<file path="src/rtl/refresh_scanner.sv">
// refresh_scanner: N-digit display refresh sequencer with prescaler,
// digit skip mask, anti-ghost blanking and slot/frame strobes.
module refresh_scanner #(
  parameter  int DIGITS       = 4,
  parameter  int PRESCALE     = 100000,
  parameter  int BLANK_CYCLES = 1000,
  localparam int SEL_W        = $clog2(DIGITS)
) (
  input  logic              clock,
  input  logic              reset_n,
  input  logic              enable,
  input  logic [DIGITS-1:0] digit_enable,
  output logic [SEL_W-1:0]  digit_select,
  output logic [DIGITS-1:0] anode_n,
  output logic              slot_tick,
  output logic              frame_tick
);

  localparam int PW = (PRESCALE > 2) ? $clog2(PRESCALE) : 1;

  logic [PW-1:0]     presc_q, presc_d;
  logic [SEL_W-1:0]  sel_q, sel_d;
  logic [DIGITS-1:0] anode_q, anode_d;
  logic              slot_q, slot_d;
  logic              frame_q, frame_d;

  logic              hit;
  logic [SEL_W-1:0]  nxt;

  // Cyclic search for the next enabled digit after the current one.
  always_comb begin
    int idx;
    idx = 0;
    hit = 1'b0;
    nxt = sel_q;
    for (int k = 1; k <= DIGITS; k++) begin
      idx = int'(sel_q) + k;
      if (idx >= DIGITS) idx = idx - DIGITS;
      if (!hit && digit_enable[idx]) begin
        hit = 1'b1;
        nxt = SEL_W'(idx);
      end
    end
  end

  // Prescaler advance, digit step on wrap, and anode drive from next state.
  always_comb begin
    presc_d = presc_q;
    sel_d   = sel_q;
    slot_d  = 1'b0;
    frame_d = 1'b0;
    anode_d = '1;
    if (enable) begin
      if (presc_q == PW'(PRESCALE - 1)) begin
        presc_d = '0;
        slot_d  = 1'b1;
        if (hit) begin
          sel_d   = nxt;
          frame_d = (nxt <= sel_q);
        end
      end else begin
        presc_d = presc_q + PW'(1);
      end
      if (int'(presc_d) >= BLANK_CYCLES && digit_enable[sel_d]) begin
        anode_d = ~(DIGITS'(1) << sel_d);
      end
    end
  end

  // State and registered outputs; reset blanks the display immediately.
  always_ff @(posedge clock or negedge reset_n) begin
    if (!reset_n) begin
      presc_q <= '0;
      sel_q   <= '0;
      anode_q <= '1;
      slot_q  <= 1'b0;
      frame_q <= 1'b0;
    end else begin
      presc_q <= presc_d;
      sel_q   <= sel_d;
      anode_q <= anode_d;
      slot_q  <= slot_d;
      frame_q <= frame_d;
    end
  end

  assign digit_select = sel_q;
  assign anode_n      = anode_q;
  assign slot_tick    = slot_q;
  assign frame_tick   = frame_q;

endmodule

</file>
<file path="config.mk">
export PLATFORM = sky130hd
export DESIGN_NAME = refresh_scanner
export DESIGN_NICKNAME = d
export VERILOG_FILES = /design/src/rtl/refresh_scanner.sv
export SDC_FILE = /design/constraint.sdc
export NUM_CORES = 1
export LEC_CHECK = 0
export BUFFER_PORTS_ARGS = -buffer_cell sky130_fd_sc_hd__buf_2
export CORE_AREA = 2 2 56 58
export DETAILED_ROUTE_END_ITERATION = 6
export DIE_AREA = 0 0 58 60
export HOLD_SLACK_MARGIN = 0.02
export PLACE_DENSITY_LB_ADDON = 0.25
export SLEW_MARGIN = 10
export SYNTH_ARGS = -nofsm -noshare
export SYNTH_HDL_FRONTEND = slang
export SYNTH_SLANG_ARGS = --single-unit
</file>
<file path="constraint.sdc">
create_clock -name clock -period 3.19 [get_ports clock]
set_input_delay 0.638 -clock clock [delete_from_list [all_inputs] [get_ports clock]]
set_output_delay 0.638 -clock clock [all_outputs]
set_load 0.01 [all_outputs]
</file>
# == Word level (Yosys, flattened, before mapping) ==
# Cells that the tools add are included.
# classes
n_addsub,9
n_lt_le_gt_ge,11
n_eq_ne,1
n_shift,1
muxes,38
bitwise_logic,1
n_reduce_logical,7
# op_table
op,n
< comparator 32 x 4 -> 1 bit (second input constant),4
two-way mux 32 bit,4
two-way mux 17 bit,2
two-way mux 1 bit,18
adder 17 x 1 -> 17 bit (second input constant),1
equality test 17 bit (second input constant),1
>= comparator 17 x 10 -> 1 bit (second input constant),1
two-way mux 2 bit,7
subtractor 3 x 3 -> 4 bit (second input constant),3
binary-select mux 1 bit (select 2 bit),5
>= comparator 3 bit (second input constant),3
two-way mux 4 bit,2
adder 2 x 2 -> 3 bit (second input constant),2
subtractor 4 x 3 -> 5 bit (second input constant),1
adder 2 x 3 -> 4 bit (second input constant),1
>= comparator 4 x 3 -> 1 bit (second input constant),1
logical AND 1 bit,4
NOT 4 bit,1
left shift 1 x 2 -> 4 bit (first input constant),1
adder 2 x 1 -> 3 bit (second input constant),1
zero test 1 bit,3
< comparator 2 x 3 -> 1 bit (second input constant),1
less-or-equal comparator 2 bit,1
# word_totals
regBits,25
inputBits,7
out_inout_bits,8
wordCells,73

# == Longest topological paths before layout ==
# depth
word_depth,24
mapped_depth,8
depth_no_buf,8

# == Worst setup path before layout ==
# Ideal clock, no wire load.
# synth_timing
kind,register to register
start,reg presc_q[5]
end,"reg anode_q[1], in the netlist anode_n[1]"
setup_ps,93
arrival_time_ps,2327
required_ps,3097
path_slack_ps,770
stages_incl_launch_ff,9
path_buffers,2
period_less_slack_ps,2420
cell_sequence,dfrtp_1 > buf_6 > or4_1 > or4_1 > buf_2 > nor2_4 > mux2i_1 > and3_4 > nand3_2
# synth_via
elab_chain_cells,8
elab_cells_between_ends,14
cone_classes,1 x add/sub; 1 x order compare; 1 x eq/ne; 1 x shift; 8 x mux; 1 x bitwise; 1 x reduce/logical
# synth_lines
element,line,rtl
"start, declared",21,"logic [PW-1:0] presc_q, presc_d;"
"start signal, assigned",79,presc_q <= presc_d;
"parallel branches: the longest is 6 deep, another holds adder 17 x 1 -> 17 bit",-,
two-way mux 4 bit *,64,if (int'(presc_d) >= BLANK_CYCLES && digit_enable[sel_d]) begin
two-way mux 4 bit *,53,if (enable) begin
via anode_d[1],23,"logic [DIGITS-1:0] anode_q, anode_d;"
"end signal, assigned",81,anode_q <= anode_d;
"end, declared",23,
# Mark *: on every way through the listed nets, which the timed path passes. The select of a mux whose other input is x is not followed.
# A chain may end at the register's enable or synchronous reset.

# == Worst setup path after layout ==
# Same ends and word-level chain as after synthesis.

==> results.py <==
metrics = {
    "setup_path": {
        "worst_setup_path_end_kind": "register",
        "cpPeakStageDelay_ns": 0.64,
        "cp-start-kind": "register",
        "cpMaxStageDelayCell": "or4_1",
        "worstPathArrival_ns": 2.88,
        "critical_path_class": "reg -> reg",
        "worstPathCellList": "or4_1 -> or4_1 -> nor2_4 -> mux2i_1 -> and3_4 -> nand3_2",
        "cp_data_required_time_ns": 3.43,
        "crit_start": "presc_q[5]$_DFFE_PN0P_",
        "r2r_start": "presc_q[5]$_DFFE_PN0P_",
        "crit_fanout": 10,
        "crit_top_cell": "or4_1",
        "ff2ff_path_depth": 6,
    },
    "timing": {
        "fin_setup_tns_ns": 0,
        "fmax_mhz": 379,
        "post-route-min-period_ns": 2.64,
        "fin_skew_ns": 0.00167,
        "tightest_slew_ns": 0.642,
        "final.period_utilization": 0.827,
        "slew_viol_final": 0,
        "whs_ns": 0.283,
        "relSlewSlack": 0.568,
        "finalSetupViolations": 0,
        "rsz0062_at_grt": "false",
        "final-hold-violation-count": 0,
    },
    "clock_tree": {
        "cts-resized-gates": 0,
        "h-tree-depth": 1,
        "cts_hold_buf": 0,
        "clkSlewWorstSetupHoldPaths_ns": 0.13,
        "insertion_delay_ns": 0.31,
        "cts_num_sinks": 25,
        "clock_path_buffers": 2,
        "post_cts_buffers": 0,
        "cts_buffers": 3,
        "cts_tree": "yes",
        "cts_root_buf": "clkbuf_4",
    },
    "placement": {
        "gp_congestion": 0.937,
        "hpwlAfterDp_um": 2690,
        "io_buffers": 14,
        "placed_cells": 216,
        "place_area_um2": 1640,
    },
    "detailed_routing": {
        "viasPerCell": 6.46,
        "vias": 1422,
        "wl_per_cell_um": 17.0,
        "drc": 0,
        "drtAntennaViolNets": 0,
        "dr.pass1.iters": 4,
        "drt_iter0_markers": 75,
        "routed_wl_um": 3730,
    },
    "finish": {
        "fin_area_um2": 1660,
        "fin_cells": 220,
        "nNetsFinal": 198,
        "num_antenna_cells": 0,
        "drive_above_1_share": 0.150,
        "fillers": 268,
        "regArea_um2": 631,
        "syn_to_final_growth_pct": 5.90,
        "multi_input_area_um2": 853,
    },
    "logic_synthesis": {
        "yosysTopAreaCell": "dfrtp_1",
        "synth-edff-count": 0,
        "synthesis.nets": 189,
        "muxShareOfSynthArea": 0.0255,
        "synth-seq-area-share": 0.402,
        "synth_top_family_by_area": "simple AND/OR/NAND/NOR gates",
        "postSynthCellCount": 179,
        "synth_xor_area_frac": 0.0502,
        "yosysUniqueCellTypes": 43,
        "netlist.area_leader.share": 0.335,
        "yosysWarnings": 0,
        "ys_ff_latch": 25,
        "postSynthAreaPerCell_um2": 8.77,
        "syn-cell-area_um2": 1570,
        "synthFlopType": "dfrtp_1",
        "synth_compound_area_frac": 0.163,
        "ys_top_cells_by_area": "dfrtp_1, dfstp_2, o21ai_0, xnor2_1, nand2_1",
        "synthAdderAreaFrac": 0.0239,
        "async_reset_ff_frac": 1.00,
        "synthSimpleGateAreaFrac": 0.281,
    },
    "outcome": {
        "status": "finished, final reports clean",
    },
    "power_and_ir_drop": {
        "leakagePower_uw": 0.000645,
        "ir_drop_mv": 0.487,
        "clkPwrFrac": 0.197,
        "p_seq_frac": 0.575,
        "pwr-share-comb": 0.228,
        "sw_frac_of_total": 0.346,
        "p_sw_uw": 249,
        "p_per_area_nw_per_um2": 432,
        "p_int_uw": 470,
    },
    "floorplan": {
        "dieWidth_um": 58,
        "start_util": 0.541,
        "core_area_um2": 2900,
        "io_pins": 15,
        "placement_rows": 20,
        "die-area_um2": 3480,
        "die_h_um": 60,
    },
    "min_path": {
        "hold_class": "in -> async",
    },
    "grt": {
        "grt_start_max_net_pins": 30,
        "grt_pass1_vias": 1287,
        "antenna_found_initial": 0,
        "grt_overflow_total": 0,
        "grt_usage": 0.238,
        "grt_pass1_wl_um": 6330,
    },
    "flow_run": {
        "cap_violations": 0,
    },
}
[power groups by stage]
stage | combinational, uW | sequential (uW) | clock, uW
finish | 164 | 413 | 142
global route | 185 | 422 | 158
CTS | 164 | 411 | 149
detailed placement | 161 | 418 | 0
global placement | 158 | 413 | 0
floorplan | 157 | 381 | 0
[sequential cells by signal (all words and copies together) (netlist names)]
signal	cells
digit_select	2
frame_tick	1
presc_q	17
slot_tick	1
anode_n	4
[layer usage]
layer / share of wire / GRT usage / vias up
met5: 0 / 0 / -
met4: 0.0056 / 0.0598 / 0
met3: 0.062 / 0.0346 / 4
met2: 0.48 / 0.380 / 64
met1: 0.45 / 0.343 / 676
li1: - / - / 678
[final timing paths]
path / end / slack, ns
min in group clock: presc_q[0]$_DFFE_PN0P_ / 0.54
min reg2reg: presc_q[0]$_DFFE_PN0P_ / 0.54
max in group asynchronous: anode_n[0]$_DFF_PN1_ / 2.54
min: presc_q[11]$_DFFE_PN0P_ / 0.28
max: anode_n[1]$_DFF_PN1_ / 0.55
max reg2reg: anode_n[1]$_DFF_PN1_ / 0.55
[cells in the mapped netlist (5+ instances only)]
cell type and n:
a21oi_1 7, clkbuf_1 7, dfrtp_1 21, inv_1 9
nand2_1 19, nand3_1 7, nand4_1 9, nor2_1 6
nor3_1 6, nor4_1 5, o21ai_0 16, xnor2_1 9
[kinds of logic (layout without fill, tap and decap cells)]
family | Yosys count | after routing
AND/OR/NAND/NOR | 77 | 77
AO/OA/AOI/OAI | 41 | 41
flip-flops | 25 | 25
buffers and inverters | 20 | 28
XOR/XNOR | 9 | 9
multiplexers | 4 | 4
adder cells (fa/ha/maj) | 3 | 3
[per-stage QoR]
stage	util	power [uW]	setup WS, ns
global route	0.573	766	0.388
floorplan	-	539	0.770
finish	0.573	719	0.553
detailed placement	0.564	579	0.572
global placement	0.564	571	0.672
CTS	0.573	724	0.554
[final cells by class]
class                           count  share of cell area
Inverter                            9              0.0203
Multi-Input combinational cell    134               0.513
Sequential cell                    25               0.379
Clock buffer                        4              0.0158
Timing Repair Buffer               15              0.0467
Tap cell                           33              0.0248
[layout by cell type (no fill, tap or decap), types with 2 or more instances in the layout]
master and instances:
inv_1 9, a211oi_1 4, or4_1 2, mux2i_1 4, a31oi_1 2, nor2_1 6
ha_1 3, nor3_1 6, and4_1 3, and3_1 2, nor2b_1 3, o21ai_0 16
clkbuf_4 3, o41ai_1 2, nand2b_1 2, dfstp_2 4, nand2_1 19, dfrtp_1 21
nand4_1 9, buf_2 14, or3_1 3, a21oi_1 7, xnor2_1 9, nand3_1 7
o31ai_1 4, nor4_1 5
[worst max-delay path: cells and delay by family (launching register included)]
| family | cells | cell delay (ns) |
|---|---|---|
| DFF | 1 | 0.49 |
| and+or+nand+nor | 5 | 1.69 |
| muxes | 1 | 0.37 |
No activity file was read; power rests on OpenSTA's default activity.
